$ cat config.mk
export PLATFORM = sky130hd
export DESIGN_NAME = data_mem_arbiter
export DESIGN_NICKNAME = d
export VERILOG_FILES = /design/src/rtl/data_mem_pkg.sv /design/src/rtl/rr_arbiter2.sv /design/src/rtl/data_mem_arbiter.sv
export SDC_FILE = /design/constraint.sdc
export NUM_CORES = 1
export LEC_CHECK = 0
export ABC_CLOCK_PERIOD_IN_PS = 1700
export CAP_MARGIN = 10
export CORE_ASPECT_RATIO = 0.6
export CORE_MARGIN = 2
export CORE_UTILIZATION = 39
export DETAILED_ROUTE_END_ITERATION = 16
export PLACE_DENSITY = 0.84
export SYNTH_ARGS = -nofsm -noshare
export SYNTH_HDL_FRONTEND = slang
export SYNTH_SLANG_ARGS = --single-unit
$ cat constraint.sdc
create_clock -name clk -period 1.7 [get_ports clk]
set_input_delay 0.34 -clock clk [delete_from_list [all_inputs] [get_ports clk]]
set_output_delay 0.34 -clock clk [all_outputs]
set_load 0.005 [all_outputs]
$ cat src/rtl/data_mem_pkg.sv
// Shared types for the data-memory arbiter: FSM state encoding and requester IDs.
package data_mem_pkg;

    typedef enum logic [1:0] {
        IDLE   = 2'd0,
        ACCESS = 2'd1,
        RESP   = 2'd2
    } state_e;

    localparam logic PORT0 = 1'b0;
    localparam logic PORT1 = 1'b1;

    // Port ID encoded by a one-hot two-way grant.
    function automatic logic port_of_grant(input logic [1:0] gnt_oh);
        return gnt_oh[1];
    endfunction

endpackage

$ cat src/rtl/rr_arbiter2.sv
// Two-way round-robin tie-break with a last-grant register (resets so port 0 wins first).
module rr_arbiter2
    import data_mem_pkg::*;
(
    input  logic       clk,
    input  logic       rst_n,
    input  logic [1:0] req,
    input  logic       advance,
    output logic [1:0] gnt
);

    logic last_q;
    logic last_d;

    // One-hot grant from current requests and last winner
    always_comb begin
        gnt = 2'b00;
        case (req)
            2'b01:   gnt = 2'b01;
            2'b10:   gnt = 2'b10;
            2'b11:   gnt = (last_q == PORT0) ? 2'b10 : 2'b01;
            default: gnt = 2'b00;
        endcase
    end

    // Remember the winner only when the grant is actually taken
    always_comb begin
        last_d = last_q;
        if (advance && (req != 2'b00)) begin
            last_d = port_of_grant(gnt);
        end else begin
            last_d = last_q;
        end
    end

    // Last-grant register
    always_ff @(posedge clk or negedge rst_n) begin
        if (!rst_n) begin
            last_q <= PORT1;
        end else begin
            last_q <= last_d;
        end
    end

endmodule

$ cat src/rtl/data_mem_arbiter.sv
// Two-port round-robin arbiter in front of a single-port data memory (IDLE/ACCESS/RESP).
// Define DATA_MEM_RANGE_CHECK_EN to block and flag accesses with addr >= DEPTH.
module data_mem_arbiter
    import data_mem_pkg::*;
#(
    parameter int ADDR_W = 32,
    parameter int DATA_W = 32,
    parameter int DEPTH  = 256
) (
    input  logic              clk,
    input  logic              rst_n,
    input  logic              req0,
    input  logic              we0,
    input  logic [ADDR_W-1:0] addr0,
    input  logic [DATA_W-1:0] wdata0,
    output logic              gnt0,
    output logic              rvalid0,
    output logic [DATA_W-1:0] rdata0,
    input  logic              req1,
    input  logic              we1,
    input  logic [ADDR_W-1:0] addr1,
    input  logic [DATA_W-1:0] wdata1,
    output logic              gnt1,
    output logic              rvalid1,
    output logic [DATA_W-1:0] rdata1,
    output logic [ADDR_W-1:0] address,
    output logic [DATA_W-1:0] writeData,
    output logic              memRead,
    output logic              memWrite,
    input  logic [DATA_W-1:0] readData,
    output logic              err
);

`ifdef DATA_MEM_RANGE_CHECK_EN
    localparam logic RANGE_CHECK = 1'b1;
`else
    localparam logic RANGE_CHECK = 1'b0;
`endif

    state_e              state_q, state_d;
    logic                we_q, we_d;
    logic                port_q, port_d;
    logic                oor_q, oor_d;
    logic [ADDR_W-1:0]   address_q, address_d;
    logic [DATA_W-1:0]   write_data_q, write_data_d;
    logic                mem_read_q, mem_read_d;
    logic                mem_write_q, mem_write_d;
    logic                gnt0_q, gnt0_d, gnt1_q, gnt1_d;
    logic                rvalid0_q, rvalid0_d, rvalid1_q, rvalid1_d;
    logic [DATA_W-1:0]   rdata0_q, rdata0_d, rdata1_q, rdata1_d;
    logic                err_q, err_d;

    logic [1:0]          arb_gnt_s;
    logic                arb_advance_s;
    logic                sel_port_s;
    logic                sel_we_s;
    logic [ADDR_W-1:0]   sel_addr_s;
    logic [DATA_W-1:0]   sel_wdata_s;
    logic                sel_oor_s;

    rr_arbiter2 u_rr (
        .clk     (clk),
        .rst_n   (rst_n),
        .req     ({req1, req0}),
        .advance (arb_advance_s),
        .gnt     (arb_gnt_s)
    );

    // Mux the winning requester's command
    always_comb begin
        sel_port_s  = port_of_grant(arb_gnt_s);
        sel_we_s    = (sel_port_s == PORT1) ? we1    : we0;
        sel_addr_s  = (sel_port_s == PORT1) ? addr1  : addr0;
        sel_wdata_s = (sel_port_s == PORT1) ? wdata1 : wdata0;
        sel_oor_s   = RANGE_CHECK & (sel_addr_s >= ADDR_W'(DEPTH));
    end

    // Next-state and registered-output logic; outputs for ACCESS are set on entry
    always_comb begin
        state_d       = state_q;
        we_d          = we_q;
        port_d        = port_q;
        oor_d         = oor_q;
        address_d     = {ADDR_W{1'b0}};
        write_data_d  = {DATA_W{1'b0}};
        mem_read_d    = 1'b0;
        mem_write_d   = 1'b0;
        gnt0_d        = 1'b0;
        gnt1_d        = 1'b0;
        rvalid0_d     = 1'b0;
        rvalid1_d     = 1'b0;
        rdata0_d      = rdata0_q;
        rdata1_d      = rdata1_q;
        err_d         = 1'b0;
        arb_advance_s = 1'b0;
        case (state_q)
            IDLE: begin
                arb_advance_s = 1'b1;
                if (arb_gnt_s != 2'b00) begin
                    state_d      = ACCESS;
                    we_d         = sel_we_s;
                    port_d       = sel_port_s;
                    oor_d        = sel_oor_s;
                    address_d    = sel_addr_s;
                    write_data_d = sel_wdata_s;
                    mem_read_d   = !sel_we_s && !sel_oor_s;
                    mem_write_d  = sel_we_s && !sel_oor_s;
                    gnt0_d       = (sel_port_s == PORT0);
                    gnt1_d       = (sel_port_s == PORT1);
                    err_d        = sel_oor_s;
                end else begin
                    state_d = IDLE;
                end
            end
            ACCESS: begin
                if (we_q) begin
                    state_d = IDLE;
                end else begin
                    // Blocked reads return zero instead of whatever the bus shows
                    state_d = RESP;
                    if (port_q == PORT1) begin
                        rvalid1_d = 1'b1;
                        rdata1_d  = oor_q ? {DATA_W{1'b0}} : readData;
                    end else begin
                        rvalid0_d = 1'b1;
                        rdata0_d  = oor_q ? {DATA_W{1'b0}} : readData;
                    end
                end
            end
            RESP: begin
                state_d = IDLE;
            end
            default: begin
                state_d = IDLE;
            end
        endcase
    end

    // State and output registers
    always_ff @(posedge clk or negedge rst_n) begin
        if (!rst_n) begin
            state_q      <= IDLE;
            we_q         <= 1'b0;
            port_q       <= PORT0;
            oor_q        <= 1'b0;
            address_q    <= {ADDR_W{1'b0}};
            write_data_q <= {DATA_W{1'b0}};
            mem_read_q   <= 1'b0;
            mem_write_q  <= 1'b0;
            gnt0_q       <= 1'b0;
            gnt1_q       <= 1'b0;
            rvalid0_q    <= 1'b0;
            rvalid1_q    <= 1'b0;
            rdata0_q     <= {DATA_W{1'b0}};
            rdata1_q     <= {DATA_W{1'b0}};
            err_q        <= 1'b0;
        end else begin
            state_q      <= state_d;
            we_q         <= we_d;
            port_q       <= port_d;
            oor_q        <= oor_d;
            address_q    <= address_d;
            write_data_q <= write_data_d;
            mem_read_q   <= mem_read_d;
            mem_write_q  <= mem_write_d;
            gnt0_q       <= gnt0_d;
            gnt1_q       <= gnt1_d;
            rvalid0_q    <= rvalid0_d;
            rvalid1_q    <= rvalid1_d;
            rdata0_q     <= rdata0_d;
            rdata1_q     <= rdata1_d;
            err_q        <= err_d;
        end
    end

    assign address   = address_q;
    assign writeData = write_data_q;
    assign memRead   = mem_read_q;
    assign memWrite  = mem_write_q;
    assign gnt0      = gnt0_q;
    assign gnt1      = gnt1_q;
    assign rvalid0   = rvalid0_q;
    assign rvalid1   = rvalid1_q;
    assign rdata0    = rdata0_q;
    assign rdata1    = rdata1_q;
    assign err       = err_q;

endmodule

==> impl_metrics.toml <==
[run_status]
status = "complete, no violations"

[yosys]
syn_area_per_cell_um2 = 12.6
synth_nets = 610
async_flop_share_pct = 100
synth_seq_cells = 139
synthCells = 444
ys_warn_count = 0
synth_top_area_share_pct = 61.8
synth.top_cells.by_count = "138 x dfrtp_1, 128 x nand2_1, 65 x a21oi_1"
synth_area_leaders = "dfrtp_1 62%, mux2_4 16%, nand2_1 8.6%"
synth_most_common_cell = "dfrtp_1"
synth_top_area_cell = "dfrtp_1"
yosys.cell_types.count = 25
ys_seq_area_share_pct = 62.2
synth_edf_count = 0
synthFlopType = "dfrtp_1"
syn-cell-area_um2 = 5590

[grt]
grt_use_total_pct = 22.4
grt_max_degree = 39
grt_pass1_wl_um = 26600
antenna_found_initial = 0
gr-total-overflow = 0
grt_pass1_vias = 4964

[detailed_routing]
wl_um = 16800
num_vias = 4509
drtAntennaViolNets = 0
drc = 0
via_per_inst = 4.71
drt_iter0_drc = 267
routedWlPerCell_um = 17.6
drtPass1Iterations = 4

[layout]
diodes = 0
synthToLayoutAreaGrowth_pct = 70.6
fin_cells = 958
utilization_pct = 69.0
drive_above_1_share_pct = 16.1
final_nets = 919

[clock_network]
cts_tree = "done"
cts.sinks = 139
clock_latency_ns = 0.40
clockBufferDepth = 2
htreeDepth = 4
cts-root-buf = "clkbuf_16"
clk_pin_slew_ns = 0.06
cts-buffers-inserted = 17

[sta]
worst_slack_ns = 0.0588
final_max_slew_viol_count = 0
hold_viol_final = 0
setup_tns_ns = 0
period_share_pct = 96.5
finalClockSkew_ns = 0.00600
fmax_mhz = 609
setup_viol = 0
rsz0062_at_grt = "no"
post-route-min-period_ns = 1.64

[die]
chipWidth_um = 159
start_util_pct = 40.4
coreArea_um2 = 13800
die_h_um = 96.8
row_count = 33
io_pins = 301
dieArea_um2 = 15300

[setup_path]
cp_top_family = "buffers and inverters"
critical_path_class = "reg2out"
required_ns = 1.36
cp_data_arrival_time_ns = 1.30
r2r_slack_ns = 0.11
start_kind = "flop"
worstPathCellList = "clkdlybuf4s50_1"
critPathCaptureType = "primary output"
crit_buf_inv = 1
critPathSlowestCell = "clkdlybuf4s50_1"
worst-path-max-fanout = 2
critPathMaxStageDelay_ns = 0.55

[placement]
dp.cells = 924
gp_congestion = 0.802
dp_hpwl_um = 12700
port_buffers = 299
pre_cts_ws_ns = -0.0751

[pwr]
p_leak_nw = 4.23
power_mw = 15.9
peakVddDrop_uv = 758
pwr_density_cell_nw_per_um2 = 1670

[flow_run]
maxCapViolCount = 0

[hold_path]
hp-class = "in2async"
logic make-up after synthesis:
group / share of synthesized area, %
other cells: 0.0671
mux: 17.1
flops: 62.2
simple gates: 9.58
buf+inv: 4.52
compound gates: 6.47
flip-flops by register name, summed over array words and instances (netlist names), 2 cells and up:
signal,cells
address,32
rdata0,32
rdata1,32
state_q,2
writeData,32
through the flow:
| step | hold WS, ns | area [um2] |
|---|---|---|
| after floorplan | 0.0444 | 5590 |
| after global placement | 0.267 | 8890 |
| after detailed placement | 0.279 | 8890 |
| after CTS | 0.419 | 9530 |
| after global routing | 0.421 | 9540 |
| final | 0.410 | 9540 |
cells in the final DEF (no fill, tap or decap):
cell type / Yosys / final
a31oi_1: 1 / 1
a21o_1: 1 / 1
o21ai_4: 0 / 1
clkinv_4: 0 / 1
nor2b_1: 1 / 1
clkbuf_8: 0 / 1
nor3b_4: 1 / 1
buf_12: 6 / 11
clkdlybuf4s50_1: 0 / 297
dlygate4sd3_1: 0 / 1
a21boi_4: 0 / 1
dlymetal6s2s_1: 0 / 1
inv_1: 2 / 2
clkinv_2: 0 / 1
nor3_1: 1 / 1
nor2_1: 3 / 3
and2b_2: 0 / 1
inv_6: 0 / 3
clkinvlp_4: 0 / 4
and2_2: 0 / 1
clkbuf_1: 8 / 1
buf_4: 1 / 9
mux2_4: 58 / 58
a21oi_1: 65 / 65
mux2_2: 6 / 6
nand2_1: 128 / 128
buf_6: 2 / 1
conb_1: 1 / 1
dfrtp_1: 138 / 138
bufinv_16: 0 / 4
a21bo_2: 1 / 1
dfstp_2: 1 / 1
mux2i_1: 2 / 2
clkbuf_16: 0 / 17
final timing paths:
kind | to | from | cells after the start
max | rdata1[9] | rdata1[9] | 1
min | writeData[25] | rst_n | 2
max reg2reg | rdata0[31] | state_q[1] | 4
min reg2reg | port_q | port_q | 1
max in group asynchronous | rdata1[5] | rst_n | 3
min in group clk | writeData[12] | wdata1[12] | 3
what timing repair did:
item / 4_1_cts / 5_1_grt
hold buffers: 1 / 0
buffers inserted: 0 / 1
hold endpoints to repair: 32 / 0
resized for setup: 0 / 1
setup endpoints to repair: 0 / 2
final cells by class:
class | instances | area (um2)
Clock buffer | 19 | 443
Clock inverter | 13 | 190
Fill cell | 964 | 4290
Inverter | 2 | 7.51
Multi-Input combinational cell | 273 | 1880
Sequential cell | 139 | 3480
Tap cell | 192 | 240
Timing Repair Buffer | 320 | 3290
routing by layer:
layer | vias up | GRT usage [%] | wire length, um
met5 | - | 0 | 0
met4 | 0 | 6.79 | 226
met3 | 23 | 6.59 | 1280
met2 | 185 | 39.0 | 8430
met1 | 2227 | 26.6 | 6870
li1 | 2074 | - | -
power by group:
group | internal, mW | switching (mW) | total [mW]
logic | 4.30 | 2.27 | 6.58
clock network | 2.51 | 1.45 | 3.96
registers | 4.67 | 0.713 | 5.39
total | 11.5 | 4.43 | 15.9
Note: power is estimated with default switching activity, not from simulation.
